File: src/rtl/ram_stream_writer_pkg.sv
// Shared constants, types and FSM encoding for the RAM stream writer.
// The optional checksum output is controlled by RAM_STREAM_WRITER_CSUM_EN in the top module.
package ram_stream_writer_pkg;

  localparam int ADDR_W = 9;
  localparam int DATA_W = 8;
  localparam int DEPTH  = 1 << ADDR_W;

  typedef logic [ADDR_W-1:0] addr_t;
  typedef logic [DATA_W-1:0] word_t;
  typedef logic [ADDR_W:0]   cnt_t;

  typedef enum logic [1:0] {
    IDLE  = 2'd0,
    WRITE = 2'd1,
    DONE  = 2'd2
  } state_t;

  // DEPTH is a power of two, so the natural overflow of addr_t is the wrap.
  function automatic addr_t next_addr(input addr_t a);
    return a + addr_t'(1);
  endfunction

  // A requested length of zero stands for a full-RAM burst.
  function automatic cnt_t burst_len(input cnt_t l);
    return (l == '0) ? cnt_t'(DEPTH) : l;
  endfunction

endpackage

File: src/rtl/ram_wr_addr_gen.sv
// Loadable wrapping write-address counter; mirrors the read-side address generator.
// load has priority over inc; the counter wraps from DEPTH-1 back to 0.
module ram_wr_addr_gen
  import ram_stream_writer_pkg::*;
(
  input  logic  clk,
  input  logic  rst,
  input  logic  load,
  input  addr_t load_addr,
  input  logic  inc,
  output addr_t addr
);

  always_ff @(posedge clk or posedge rst) begin
    if (rst) begin
      addr <= '0;
    end else if (load) begin
      addr <= load_addr;
    end else if (inc) begin
      addr <= next_addr(addr);
    end
  end

endmodule

File: src/rtl/ram_stream_writer.sv
// Accepts a valid/ready byte stream and writes it to a 512x8 RAM at sequential addresses.
// Define RAM_STREAM_WRITER_CSUM_EN to add the running modulo-256 checksum output csum.
module ram_stream_writer
  import ram_stream_writer_pkg::*;
(
  input  logic              clk,
  input  logic              rst,
  input  logic              start,
  input  logic [ADDR_W-1:0] base_addr,
  input  logic [ADDR_W:0]   len,
  input  logic              abort,
  input  logic              in_valid,
  input  logic [DATA_W-1:0] in_data,
  output logic              in_ready,
  output logic              we,
  output logic [ADDR_W-1:0] waddr,
  output logic [DATA_W-1:0] wdata,
  output logic              busy,
  output logic              done,
`ifdef RAM_STREAM_WRITER_CSUM_EN
  output logic [DATA_W-1:0] csum,
`endif
  output state_t            dbg_state,
  output logic [ADDR_W:0]   count
);

  // Handshake: a byte moves when in_valid && in_ready on a rising edge. in_ready is
  // combinational (WRITE and no abort); the source may hold in_valid low indefinitely.

  state_t state, state_next;
  addr_t  cur_addr;
  cnt_t   remaining;
  logic   start_ok;
  logic   xfer;
  logic   last;

  assign start_ok  = (state == IDLE) && start;
  assign in_ready  = (state == WRITE) && !abort;
  assign xfer      = in_valid && in_ready;
  assign last      = (remaining == cnt_t'(1));
  assign busy      = (state != IDLE);
  assign dbg_state = state;

  ram_wr_addr_gen u_addr_gen (
    .clk       (clk),
    .rst       (rst),
    .load      (start_ok),
    .load_addr (base_addr),
    .inc       (xfer),
    .addr      (cur_addr)
  );

  always_ff @(posedge clk or posedge rst) begin
    if (rst) begin
      state <= IDLE;
    end else begin
      state <= state_next;
    end
  end

  always_comb begin
    state_next = state;
    case (state)
      IDLE: begin
        if (start) begin
          state_next = WRITE;
        end
      end
      WRITE: begin
        if (abort) begin
          state_next = IDLE;
        end else if (xfer && last) begin
          state_next = DONE;
        end
      end
      DONE: begin
        state_next = IDLE;
      end
      default: begin
        state_next = IDLE;
      end
    endcase
  end

  // Burst bookkeeping: remaining words and words written so far.
  always_ff @(posedge clk or posedge rst) begin
    if (rst) begin
      remaining <= '0;
      count     <= '0;
    end else if (start_ok) begin
      remaining <= burst_len(len);
      count     <= '0;
    end else if (xfer) begin
      remaining <= remaining - cnt_t'(1);
      count     <= count + cnt_t'(1);
    end
  end

  // RAM write port: one cycle behind acceptance; address and data hold between writes.
  always_ff @(posedge clk or posedge rst) begin
    if (rst) begin
      we    <= 1'b0;
      waddr <= '0;
      wdata <= '0;
      done  <= 1'b0;
    end else begin
      we   <= xfer;
      done <= xfer && last;
      if (xfer) begin
        waddr <= cur_addr;
        wdata <= in_data;
      end
    end
  end

`ifdef RAM_STREAM_WRITER_CSUM_EN
  always_ff @(posedge clk or posedge rst) begin
    if (rst) begin
      csum <= '0;
    end else if (start_ok) begin
      csum <= '0;
    end else if (xfer) begin
      csum <= csum + in_data;
    end
  end
`endif

endmodule
File: config.mk
export PLATFORM = sky130hd
export DESIGN_NAME = ram_stream_writer
export DESIGN_NICKNAME = d
export VERILOG_FILES = /design/src/rtl/ram_stream_writer_pkg.sv /design/src/rtl/ram_wr_addr_gen.sv /design/src/rtl/ram_stream_writer.sv
export SDC_FILE = /design/constraint.sdc
export NUM_CORES = 1
export LEC_CHECK = 0
export CORE_UTILIZATION = 30
export CTS_BUF_LIST = sky130_fd_sc_hd__clkbuf_4
export DETAILED_ROUTE_END_ITERATION = 8
export MAX_ROUTING_LAYER = met4
export SYNTH_ARGS = -nofsm -noshare
export SYNTH_HDL_FRONTEND = slang
export SYNTH_SLANG_ARGS = --single-unit
File: constraint.sdc
create_clock -name clk -period 1.8 [get_ports clk]
set_input_delay 0.54 -clock clk [delete_from_list [all_inputs] [get_ports clk]]
set_output_delay 0.54 -clock clk [all_outputs]
set_load 0.01 [all_outputs]
==> results <==
- The flow ran to the end, and the final reports show no timing, DRC or antenna violations.
- The worst pin sits at a relative slew slack of 73.1%.
- For this design, the sink count on the clock tree is 50.
- The number of nets in the layout is 377.
- Data on the critical path is required at its endpoint by 2.04 ns.
- Setup repair after global routing could not meet its margin everywhere.
- Entering global routing, the biggest net connects 51 pins.
- The count of unresolved DRC violations after routing is 0.
- The half-perimeter wire length after placement is 4.15 mm.
- The number of antenna diodes in the final layout is 0.
- By area the synthesized netlist is led by sky130_fd_sc_hd__dfrtp_1 53%, sky130_fd_sc_hd__nand2_1 11%, sky130_fd_sc_hd__xor2_1 3.7%.
- Once layout is done, the placed cells without fillers occupy 0.00337 mm².
- The die covers 0.00823 mm².
- The number of clock buffers inserted by TritonCTS is 5.
- For the pin with the worst max-slew slack, the measured transition is 0.402 ns.
- The share of the synthesized area in the top cell type is 53.0%.
- The number of antenna violations at the first check in global routing was 0.
- Clock-pin slew was measured on the worst setup and hold paths at 0.14 ns.
- Across all register-to-register paths, the minimum setup slack is 0.05 ns.
- For this run, the number of Yosys warnings is 0.
- The total global routing track utilization is 15.3%.
- The final count of pins violating max slew is 0.
- By startpoint and endpoint, the worst setup path is classified as reg -> reg.
- The global-route wire length before repair is 9.72 mm.
- Counting every net in the synthesized netlist gives 283.
- The violation count after the first detailed-routing iteration is 101.
- 65 I/O pins were placed.
- The areal power density over the cells is 861 mW/mm².
- The CTS tree is done.
- The worst path meets setup with 0.0503 ns of slack.
- In the final layout, the share of cells above drive strength 1 is 15.3%.
- The number of nets with antenna violations after routing is 0.
- The first detailed-routing pass took 4 iterations.
- Max-cap violations in this run came to 0.
- The post-placement cell count is 422.
- The worst endpoint data arrival time is 1.99 ns.
- In this run the worst hold path is classified as in -> reg.
- IR analysis of the VDD net gives a maximum drop of 271 µV.
- The slowest stage of the critical path is the sky130_fd_sc_hd__dfrtp_2 cell.
- The top cell types in the final layout, fill and taps aside, are 72 x sky130_fd_sc_hd__nand2_1, 48 x sky130_fd_sc_hd__dfrtp_1, 30 x sky130_fd_sc_hd__clkdlybuf4s50_1, 30 x sky130_fd_sc_hd__buf_4, 29 x sky130_fd_sc_hd__dlygate4sd2_1.
- The count of buffering cells on the critical path with inverters included is 2.
- The number of global-route vias before repair is 2,000.
- The H-tree depth is 2.
- The sequential cell area fraction in the yosys report is 53.0%.
- The initial core utilization is 31.7%.
- The synthesis-to-finish area growth is 42.7%.
- The cell taking the most area after synthesis is sky130_fd_sc_hd__dfrtp_1.
- The netlist area before placement is 0.00236 mm².
- After synthesis, the share of flip-flops with an asynchronous set or reset is 100%.
- The maximum cell stage delay along the critical path is 0.45 ns.
- The most utilized layer in the global route result is met2.
- The cell count after synthesis is 247.
- Dividing the final minimum period by the clock period gives 97.2%.
- The clock passes through at most 2 buffers.
- STA classifies the critical path startpoint as a flip-flop.
- The timing-limited maximum frequency is 572 MHz.
- The number of vias per cell after detailed routing is 4.69.
- The overall via count from detail_route is 2,060.
- OpenSTA, run right after detailed placement, puts the worst setup slack at -0.420 ns.
- For met3 alone, demand over resource in global routing was 3.28%.
- At the later pin of the worst-skew pair, clock insertion delay measures 0.36 ns.
- The minimum period implied by the final worst setup slack is 1.75 ns.
- For this run, global-route usage on met1 was measured as 20.4%.
- The primary flip-flop cell chosen by synthesis mapping is sky130_fd_sc_hd__dfrtp_1.
- The maximum fanout along the worst path is 8.
- Global routing consumed, on the met2 layer, 23.4% of the routing resources.
- The largest delay contributor family on the critical path is flip-flops.
- After detailed routing, the average wire length per cell comes to 13.2 µm.
- The setup-violating endpoint count in the final report is 0.
- Excluding fillers, the count of instances in the completed layout stands at 439.
- The root buffer selected by CTS is sky130_fd_sc_hd__clkbuf_4.
- In this run the standard cell core region covers 0.00745 mm².
- After detailed routing, the total wire length is 5.78 mm.
- Summed over all layers, the global routing overflow is 0.
- The number of enable-type register cells in the synthesized netlist is 0.
- After synthesis, the mean cell area works out to 9.56 µm².
- Buffers inserted to repair hold after CTS numbered 0.
- During placement, the flow inserted port buffers numbering 64.
- The count of standard-cell rows is 31.
- The signal on the critical path passes through buf_4 -> nand4bb_1 -> buf_6 -> or2_4 -> o311ai_1 -> o41ai_1.
- The final weighted congestion in routability-driven placement is 0.785.
- The leakage power of the design is 1.62 nW.
- The post-layout total power is 2.90 mW.
- The clock tree skew after final layout is 0.0168 ns.
- After synthesis, the netlist uses 48 different library cells.
- The post-detailed-placement cell area is 0.00326 mm².
- The worst setup path is captured at a flip-flop.
- The die outline width is 90.7 µm.
- The floorplan die height is 90.7 µm.
- The count of endpoints failing hold in the final timing report came to 0.
- Leaving out fill and tap cells, the most frequent cell in the layout is sky130_fd_sc_hd__nand2_1.
- Synthesis inferred 50 register bits.
- The fill cell instance count of the final layout is 746.
==> stage by stage <==
stage                     utilization, %  setup TNS (ns)  hold slack (ns)
after floorplan                        -               0            0.463
after global placement              43.8          -10.77            0.456
after detailed placement            43.8          -11.39            0.462
after CTS                           45.0        -0.00624            0.488
after global routing                45.2         -0.0112            0.420
final                               45.2               0            0.409
==> kinds of logic after synthesis <==
family,Yosys count,share of synthesized area (%)
flops,50,53.0
buf+inv,18,4.03
fa+ha+maj,4,2.12
xor+xnor,14,5.19
compound gates,37,10.6
simple gates,124,25.1
==> path summary, 6_finish.rpt <==
path / startpoint / endpoint / cells past startpoint
setup / recovery: dbg_state[1] / count[9] / 6
hold / removal: abort / dbg_state[0] / 2
setup reg to reg: dbg_state[1] / count[9] / 6
hold reg to reg: waddr[3] / waddr[3] / 2
max in group asynchronous: rst / count[3] / 3
min in group asynchronous: rst / done / 3
==> registers in the layout, summed over array words and instances (netlist names) <==
name and flops:
waddr 9, done 1, remaining 10, u_addr_gen.addr 9, we 1, count 10, dbg_state 2, wdata 8
==> power by group <==
part / total [mW] / internal, mW / switching, mW / leakage, nW
combinational: 0.901 / 0.462 / 0.439 / 0.964
sequential: 1.54 / 1.35 / 0.183 / 0.630
clock: 0.465 / 0.135 / 0.330 / 0.0246
==> cell type report <==
cell class              instances  area [µm²]  area share [%]
clock buffers                   5        37.5            1.11
clock inverters                 1        3.75           0.111
inverters                       7        31.3           0.929
multi-input cells             179        1030            30.5
flip-flops and latches         50        1250            37.2
well taps                      99         124            3.68
repair buffers                 98         892            26.5
==> synthesized netlist by cell type, types with 3 or more instances <==
cell	n
sky130_fd_sc_hd__o211ai_1	3
sky130_fd_sc_hd__a21oi_1	4
sky130_fd_sc_hd__dfrtp_1	50
sky130_fd_sc_hd__xnor2_1	4
sky130_fd_sc_hd__o21ai_1	11
sky130_fd_sc_hd__nor3_1	5
sky130_fd_sc_hd__buf_2	5
sky130_fd_sc_hd__nand2_1	72
sky130_fd_sc_hd__nor4_1	3
sky130_fd_sc_hd__nand3_1	7
sky130_fd_sc_hd__inv_1	6
sky130_fd_sc_hd__nand4_1	8
sky130_fd_sc_hd__xor2_1	10
sky130_fd_sc_hd__ha_1	4
sky130_fd_sc_hd__nor2_1	14
==> routing by layer <==
metal / share of wire [%] / up-vias
li1: - / 1044
met2: 46 / 49
met1: 49 / 965
met3: 3.8 / 2
met5: 0 / -
met4: 0.42 / 0
==> timing repair <==
item                       4_1_cts  5_1_grt
resized for setup               39        7
cloned                           0        0
setup buffers                   11        0
pin swaps                        1        3
setup endpoints to repair       32       17
Power figures use the tool's default switching activity.
